===== src/rtl/change_dispenser_pkg.sv =====
// change_dispenser_pkg: coin/tube codes, coin value decode and dispenser state encoding
package change_dispenser_pkg;
  localparam logic [1:0] COIN_NONE = 2'b00;
  localparam logic [1:0] COIN_1 = 2'b01;
  localparam logic [1:0] COIN_2 = 2'b10;
  localparam logic [1:0] COIN_3 = 2'b11;
  typedef enum logic [2:0] {IDLE, SELECT, EJECT, GAP, FAULT} state_t;
  function automatic logic [3:0] coin_value(input logic [1:0] c);
    return {2'b00, c};
  endfunction
endpackage


===== src/rtl/coin_tube_counter.sv =====
// coin_tube_counter: saturating tube inventory with refill-add and eject-decrement
module coin_tube_counter #(
  parameter int CNT_W = 6
) (
  input  logic             clk,
  input  logic             reset_n,
  input  logic             add_en,
  input  logic [CNT_W-1:0] add_val,
  input  logic             dec_en,
  output logic [CNT_W-1:0] cnt
);
  logic [CNT_W:0] nxt;
  assign nxt = {1'b0, cnt} + (add_en ? {1'b0, add_val} : '0) - {{CNT_W{1'b0}}, dec_en && cnt != '0};
  // refill and eject net out in one step, then clamp at full scale
  always_ff @(posedge clk or negedge reset_n)
    if (!reset_n) cnt <= '0;
    else cnt <= nxt[CNT_W] ? '1 : nxt[CNT_W-1:0];
endmodule


===== src/rtl/change_dispenser.sv =====
// change_dispenser: greedy coin payout over a 3-tube hopper; CHANGE_STATS_EN adds payout statistics
module change_dispenser
  import change_dispenser_pkg::*;
#(
  parameter int CNT_W = 6,
  parameter int ACK_TIMEOUT = 15,
  parameter int EJ_GAP = 2
) (
  input  logic             clk,
  input  logic             reset_n,
  input  logic [3:0]       change_in,
  input  logic             refill_valid,
  input  logic [1:0]       refill_sel,
  input  logic [CNT_W-1:0] refill_count,
  input  logic             fault_clr,
  input  logic             eject_ack,
  output logic             eject_req,
  output logic [1:0]       eject_sel,
  output logic             busy,
  output logic             done,
  output logic             short,
  output logic [3:0]       owed,
  output logic             fault,
  output logic [CNT_W-1:0] cnt1,
  output logic [CNT_W-1:0] cnt2,
  output logic [CNT_W-1:0] cnt3
`ifdef CHANGE_STATS_EN
  ,
  output logic [15:0]      paid_total,
  output logic [7:0]       short_events
`endif
);
  localparam int WW = $clog2(ACK_TIMEOUT + 1);
  localparam int GW = $clog2(EJ_GAP + 1);
  state_t state, state_nx;
  logic [3:0] remaining, pending;
  logic [4:0] pend_sum;
  logic [1:0] sel, pick;
  logic [WW-1:0] wait_cnt;
  logic [GW-1:0] gap_cnt;
  logic [CNT_W-1:0] cnts [3];
  logic ack_ok, wait_last, gap_last;
  for (genvar t = 0; t < 3; t++) begin : g_tube
    coin_tube_counter #(.CNT_W(CNT_W)) u_tube (
      .clk(clk), .reset_n(reset_n),
      .add_en(refill_valid && refill_sel == 2'(t + 1)), .add_val(refill_count),
      .dec_en(ack_ok && sel == 2'(t + 1)), .cnt(cnts[t])
    );
  end
  assign {cnt1, cnt2, cnt3} = {cnts[0], cnts[1], cnts[2]};
  assign ack_ok = state == EJECT && eject_ack;
  assign wait_last = wait_cnt == WW'(ACK_TIMEOUT - 1);
  assign gap_last = gap_cnt == GW'(EJ_GAP - 1);
  assign pend_sum = pending + change_in;
  assign pick = (remaining >= 4'd3 && cnts[2] != '0) ? COIN_3 :
                (remaining >= 4'd2 && cnts[1] != '0) ? COIN_2 :
                (remaining != 4'd0 && cnts[0] != '0) ? COIN_1 : COIN_NONE;
  assign eject_req = state == EJECT;
  assign eject_sel = eject_req ? sel : COIN_NONE;
  assign busy = state != IDLE;
  assign fault = state == FAULT;
  // next-state: greedy select, handshake with timeout, inter-coin gap, fault hold
  always_comb begin
    state_nx = state;
    case (state)
      IDLE:    state_nx = (pending != 0 || change_in != 0) ? SELECT : IDLE;
      SELECT:  state_nx = (pick != COIN_NONE) ? EJECT : IDLE;
      EJECT:   state_nx = eject_ack ? GAP : wait_last ? FAULT : EJECT;
      GAP:     state_nx = gap_last ? SELECT : GAP;
      FAULT:   state_nx = fault_clr ? SELECT : FAULT;
      default: state_nx = IDLE;
    endcase
  end
  // state, amounts, coin choice, timers and result pulses
  always_ff @(posedge clk or negedge reset_n)
    if (!reset_n) begin
      state <= IDLE;
      remaining <= '0;
      pending <= '0;
      sel <= COIN_NONE;
      wait_cnt <= '0;
      gap_cnt <= '0;
      owed <= '0;
      done <= 1'b0;
      short <= 1'b0;
    end else begin
      state <= state_nx;
      done <= state == SELECT && remaining == 0;
      short <= state == SELECT && remaining != 0 && pick == COIN_NONE;
      wait_cnt <= (state == EJECT) ? wait_cnt + 1'b1 : '0;
      gap_cnt <= (state == GAP) ? gap_cnt + 1'b1 : '0;
      if (state == IDLE && pending != 0) begin
        remaining <= pending;
        pending <= change_in;
        owed <= '0;
      end else if (state == IDLE && change_in != 0) begin
        remaining <= change_in;
        owed <= '0;
      end else if (change_in != 0) pending <= pend_sum[4] ? 4'hf : pend_sum[3:0];
      if (state == SELECT) begin
        sel <= pick;
        if (pick == COIN_NONE) begin
          remaining <= '0;
          if (remaining != 0) owed <= remaining;
        end
      end
      if (ack_ok) remaining <= remaining - coin_value(sel);
    end
`ifdef CHANGE_STATS_EN
  // running paid value (wrapping) and saturating count of shortfalls
  always_ff @(posedge clk or negedge reset_n)
    if (!reset_n) begin
      paid_total <= '0;
      short_events <= '0;
    end else begin
      if (ack_ok) paid_total <= paid_total + 16'(coin_value(sel));
      if (short && short_events != 8'hff) short_events <= short_events + 8'd1;
    end
`endif
endmodule


===== config.mk =====
export PLATFORM = sky130hd
export DESIGN_NAME = change_dispenser
export DESIGN_NICKNAME = d
export VERILOG_FILES = /design/src/rtl/change_dispenser_pkg.sv /design/src/rtl/coin_tube_counter.sv /design/src/rtl/change_dispenser.sv
export SDC_FILE = /design/constraint.sdc
export NUM_CORES = 1
export LEC_CHECK = 0
export ABC_CLOCK_PERIOD_IN_PS = 2960
export CAP_MARGIN = 20
export CORE_AREA = 2 2 88 90
export CTS_CLUSTER_DIAMETER = 200
export CTS_CLUSTER_SIZE = 14
export DETAILED_ROUTE_END_ITERATION = 16
export DIE_AREA = 0 0 90 92
export PLACE_DENSITY_LB_ADDON = 0.25
export REMOVE_ABC_BUFFERS = 1
export SYNTH_ARGS = -nofsm -noshare
export SYNTH_HDL_FRONTEND = slang
export SYNTH_SLANG_ARGS = --single-unit

===== constraint.sdc =====
create_clock -name clk -period 2.96 [get_ports clk]
set_input_delay 0.444 -clock clk [delete_from_list [all_inputs] [get_ports clk]]
set_output_delay 0.444 -clock clk [all_outputs]
set_load 0.1 [all_outputs]

==> reports/metrics.cfg <==
[sta]
max-slew-margin-rel_pct = 37.2
hold_slack_ns = 0.276
fin_skew_ns = 0.00689
max_freq_mhz = 355
hold_violations = 0
setup-violations-final = 0
post-route-period-util_pct = 95.1
final.setup.tns_ns = 0
worstMarginPinSlew_ns = 0.941
min_period_ns = 2.82
final_max_slew_viol_count = 0

[floorplan]
initial_core_util_pct = 47.9
core_area_um2 = 7450
design.die.area_um2 = 8280
ioPinCount = 46
rows = 32
die_h_um = 92
fp.dieW_um = 90

[grt]
grt_overflow = 0
grt_pass1_wl_um = 14200
grt_max_degree = 44
antenna_found_initial = 0
grt_pass1_vias = 3152
track_usage_pct = 20.8

[hold_path]
hold_path_class = primary input to asynchronous set/reset pin

[clock_network]
clk_pin_slew_ns = 0.09
hold_buffers = 0
cts_buffer_depth = 2
cts_inserted_buffers = 5
cts_tree = done
root_buffer = clkbuf_8
clk_latency_ns = 0.31
h-tree-depth = 2
cts_sinks = 43

[synth]
synth_top_flop_cell = dfrtp_1
ys_seq_area_share_pct = 30.2
yosys.cell_count.top_type = inv_1
synth_top_area_share_pct = 30.2
ys_seq_elements = 43
synth_area_per_cell_um2 = 8.79
yosys_warnings = 0
async_reset_ff_share_pct = 100
netlist_area_um2 = 3570
synth_top_area_cell = dfrtp_1
netlist_top_cells_count = inv_1, ha_1, dfrtp_1, nand2_1, nor2_1
synth_area_leaders = dfrtp_1, ha_1, inv_1, nand2_1, nor2_1
syn_inst = 406
synth_edf_count = 0
ys_types = 61

[layout]
fin_nets = 547
area_delta_synth_final_pct = 25.6
drive_gt1_share_pct = 20.4
diodes = 0
fillers = 686

[drt]
drc = 0
antenna_left = 0
num_vias = 3188
wirelength_um = 8460
routedWlPerCell_um = 14.5
drt_iter0_markers = 114
drtPass1Iterations = 5
avgViaCountPerCell = 5.47

[worst_setup_path]
cp.arrival_ns = 3.04
reg2reg_slack_ns = 0.14
worstSetupPathType = flip-flop to flip-flop
crit_start = state[2]
rr_startpoint = state[2]
rr_worst_depth = 14
end_kind = flip-flop
critPathLaunchType = flip-flop
rr_endpoint = g_tube[0].u_tube.cnt[3]
worst_ep_required_time_ns = 3.19
cp_max_fo = 6

[outcome]
status = complete, no violations

[power_and_ir_drop]
p_leak_uw = 0.00215
ir_drop_uv = 547
cellPowerDensity_nw_per_um2 = 1180

[job]
maxCapViolations = 0

[placed_design]
dp_hpwl_um = 6580
numPortBuffers = 45
gp_congestion = 0.845

kinds of logic after synthesis:
kind of cell | after synthesis | share of synthesized area, %
fa+ha+maj | 50 | 18.6
xor+xnor | 7 | 1.72
buf+inv | 81 | 8.84
flops | 43 | 30.2
compound gates | 85 | 18.4
simple gates | 136 | 20.8
mux | 4 | 1.47
flip-flops by register name, indices dropped and copies added, names as in the netlist:
register           flops
done                   1
g_tube.u_tube.cnt     18
gap_cnt                2
owed                   4
pending                4
remaining              4
sel                    2
short                  1
state                  3
wait_cnt               4
layer usage:
layer	routed length [um]	vias to the layer above	global-route usage [%]	share of wire [%]
met4	118	0	5.38	1.4
met1	3970	1505	27.1	47
met5	0	-	0	0
li1	-	1592	-	-
met3	401	11	2.96	4.7
met2	3980	80	36.4	47
power breakdown:
group | switching (uW) | leakage, uW | total, uW | internal [uW]
logic | 2350 | 0.00160 | 3680 | 1330
clock network | 223 | 0.0000703 | 565 | 342
registers | 259 | 0.000486 | 1060 | 799
total | 2830 | 0.00215 | 5300 | 2470
worst max-delay path, cell delays in order (launching register included):
cell,delay [ns]
dfrtp_1,0.38
and2b_1,0.22
nand2b_2,0.07
inv_2,0.09
nand2_4,0.10
nor4b_4,0.23
ha_1,0.26
inv_1,0.06
ha_2,0.17
inv_1,0.05
fa_1,0.39
nor2b_2,0.16
o31ai_2,0.09
a211o_1,0.35
o2111ai_2,0.11
metrics by stage:
stage	utilization, %	total power [uW]	instance area, um2	std cells	setup slack [ns]
after global placement	56.6	4530	4220	572	-0.149
after global routing	60.1	5720	4480	583	-0.0105
after detailed placement	56.6	4600	4220	572	-0.246
after CTS	58.6	5190	4360	580	0.0406
after floorplan	-	3740	3540	401	-0.351
final	60.1	5300	4480	583	0.144
how the worst max path moves through the flow:
stage / end / slack (ns) / depth (start not counted)
3_5_place_dp: g_tube[0].u_tube.cnt[3] / -0.25 / 12
3_3_place_gp: g_tube[0].u_tube.cnt[3] / -0.15 / 12
2_1_floorplan: g_tube[0].u_tube.cnt[3] / -0.35 / 12
6_report: g_tube[0].u_tube.cnt[3] / 0.14 / 14
5_1_grt: g_tube[0].u_tube.cnt[3] / -0.01 / 14
4_1_cts: g_tube[1].u_tube.cnt[3] / 0.04 / 14
layout by cell type (no fill, tap or decap), types with 8 or more instances in the layout:
cell type	count
nor2_1	30
a21oi_1	10
clkdlybuf4s50_1	15
inv_1	74
o21a_1	8
buf_4	56
nand4_1	15
o21ai_0	13
ha_1	44
nand2_1	33
dfrtp_1	43
area by class of cell:
cell class                 instances  area [um2]  share of cell area (%)
clock buffer                       5        68.8                    1.54
clock inverter                     3        71.3                    1.59
inverter                          76         285                    6.37
multi-input combinational        282        2270                    50.8
sequential                        43        1080                    24.0
tap                              102         128                    2.85
timing repair buffer              72         576                    12.8
timing repair:
| action | in CTS | in global routing |
|---|---|---|
| hold endpoints to repair | 0 | 0 |
| pin swaps | 0 | 5 |
| resized for setup | 1 | 18 |
| setup buffers | 0 | 3 |
| endpoints found under the setup margin | 3 | 18 |
Power figures use the tool's default switching activity.
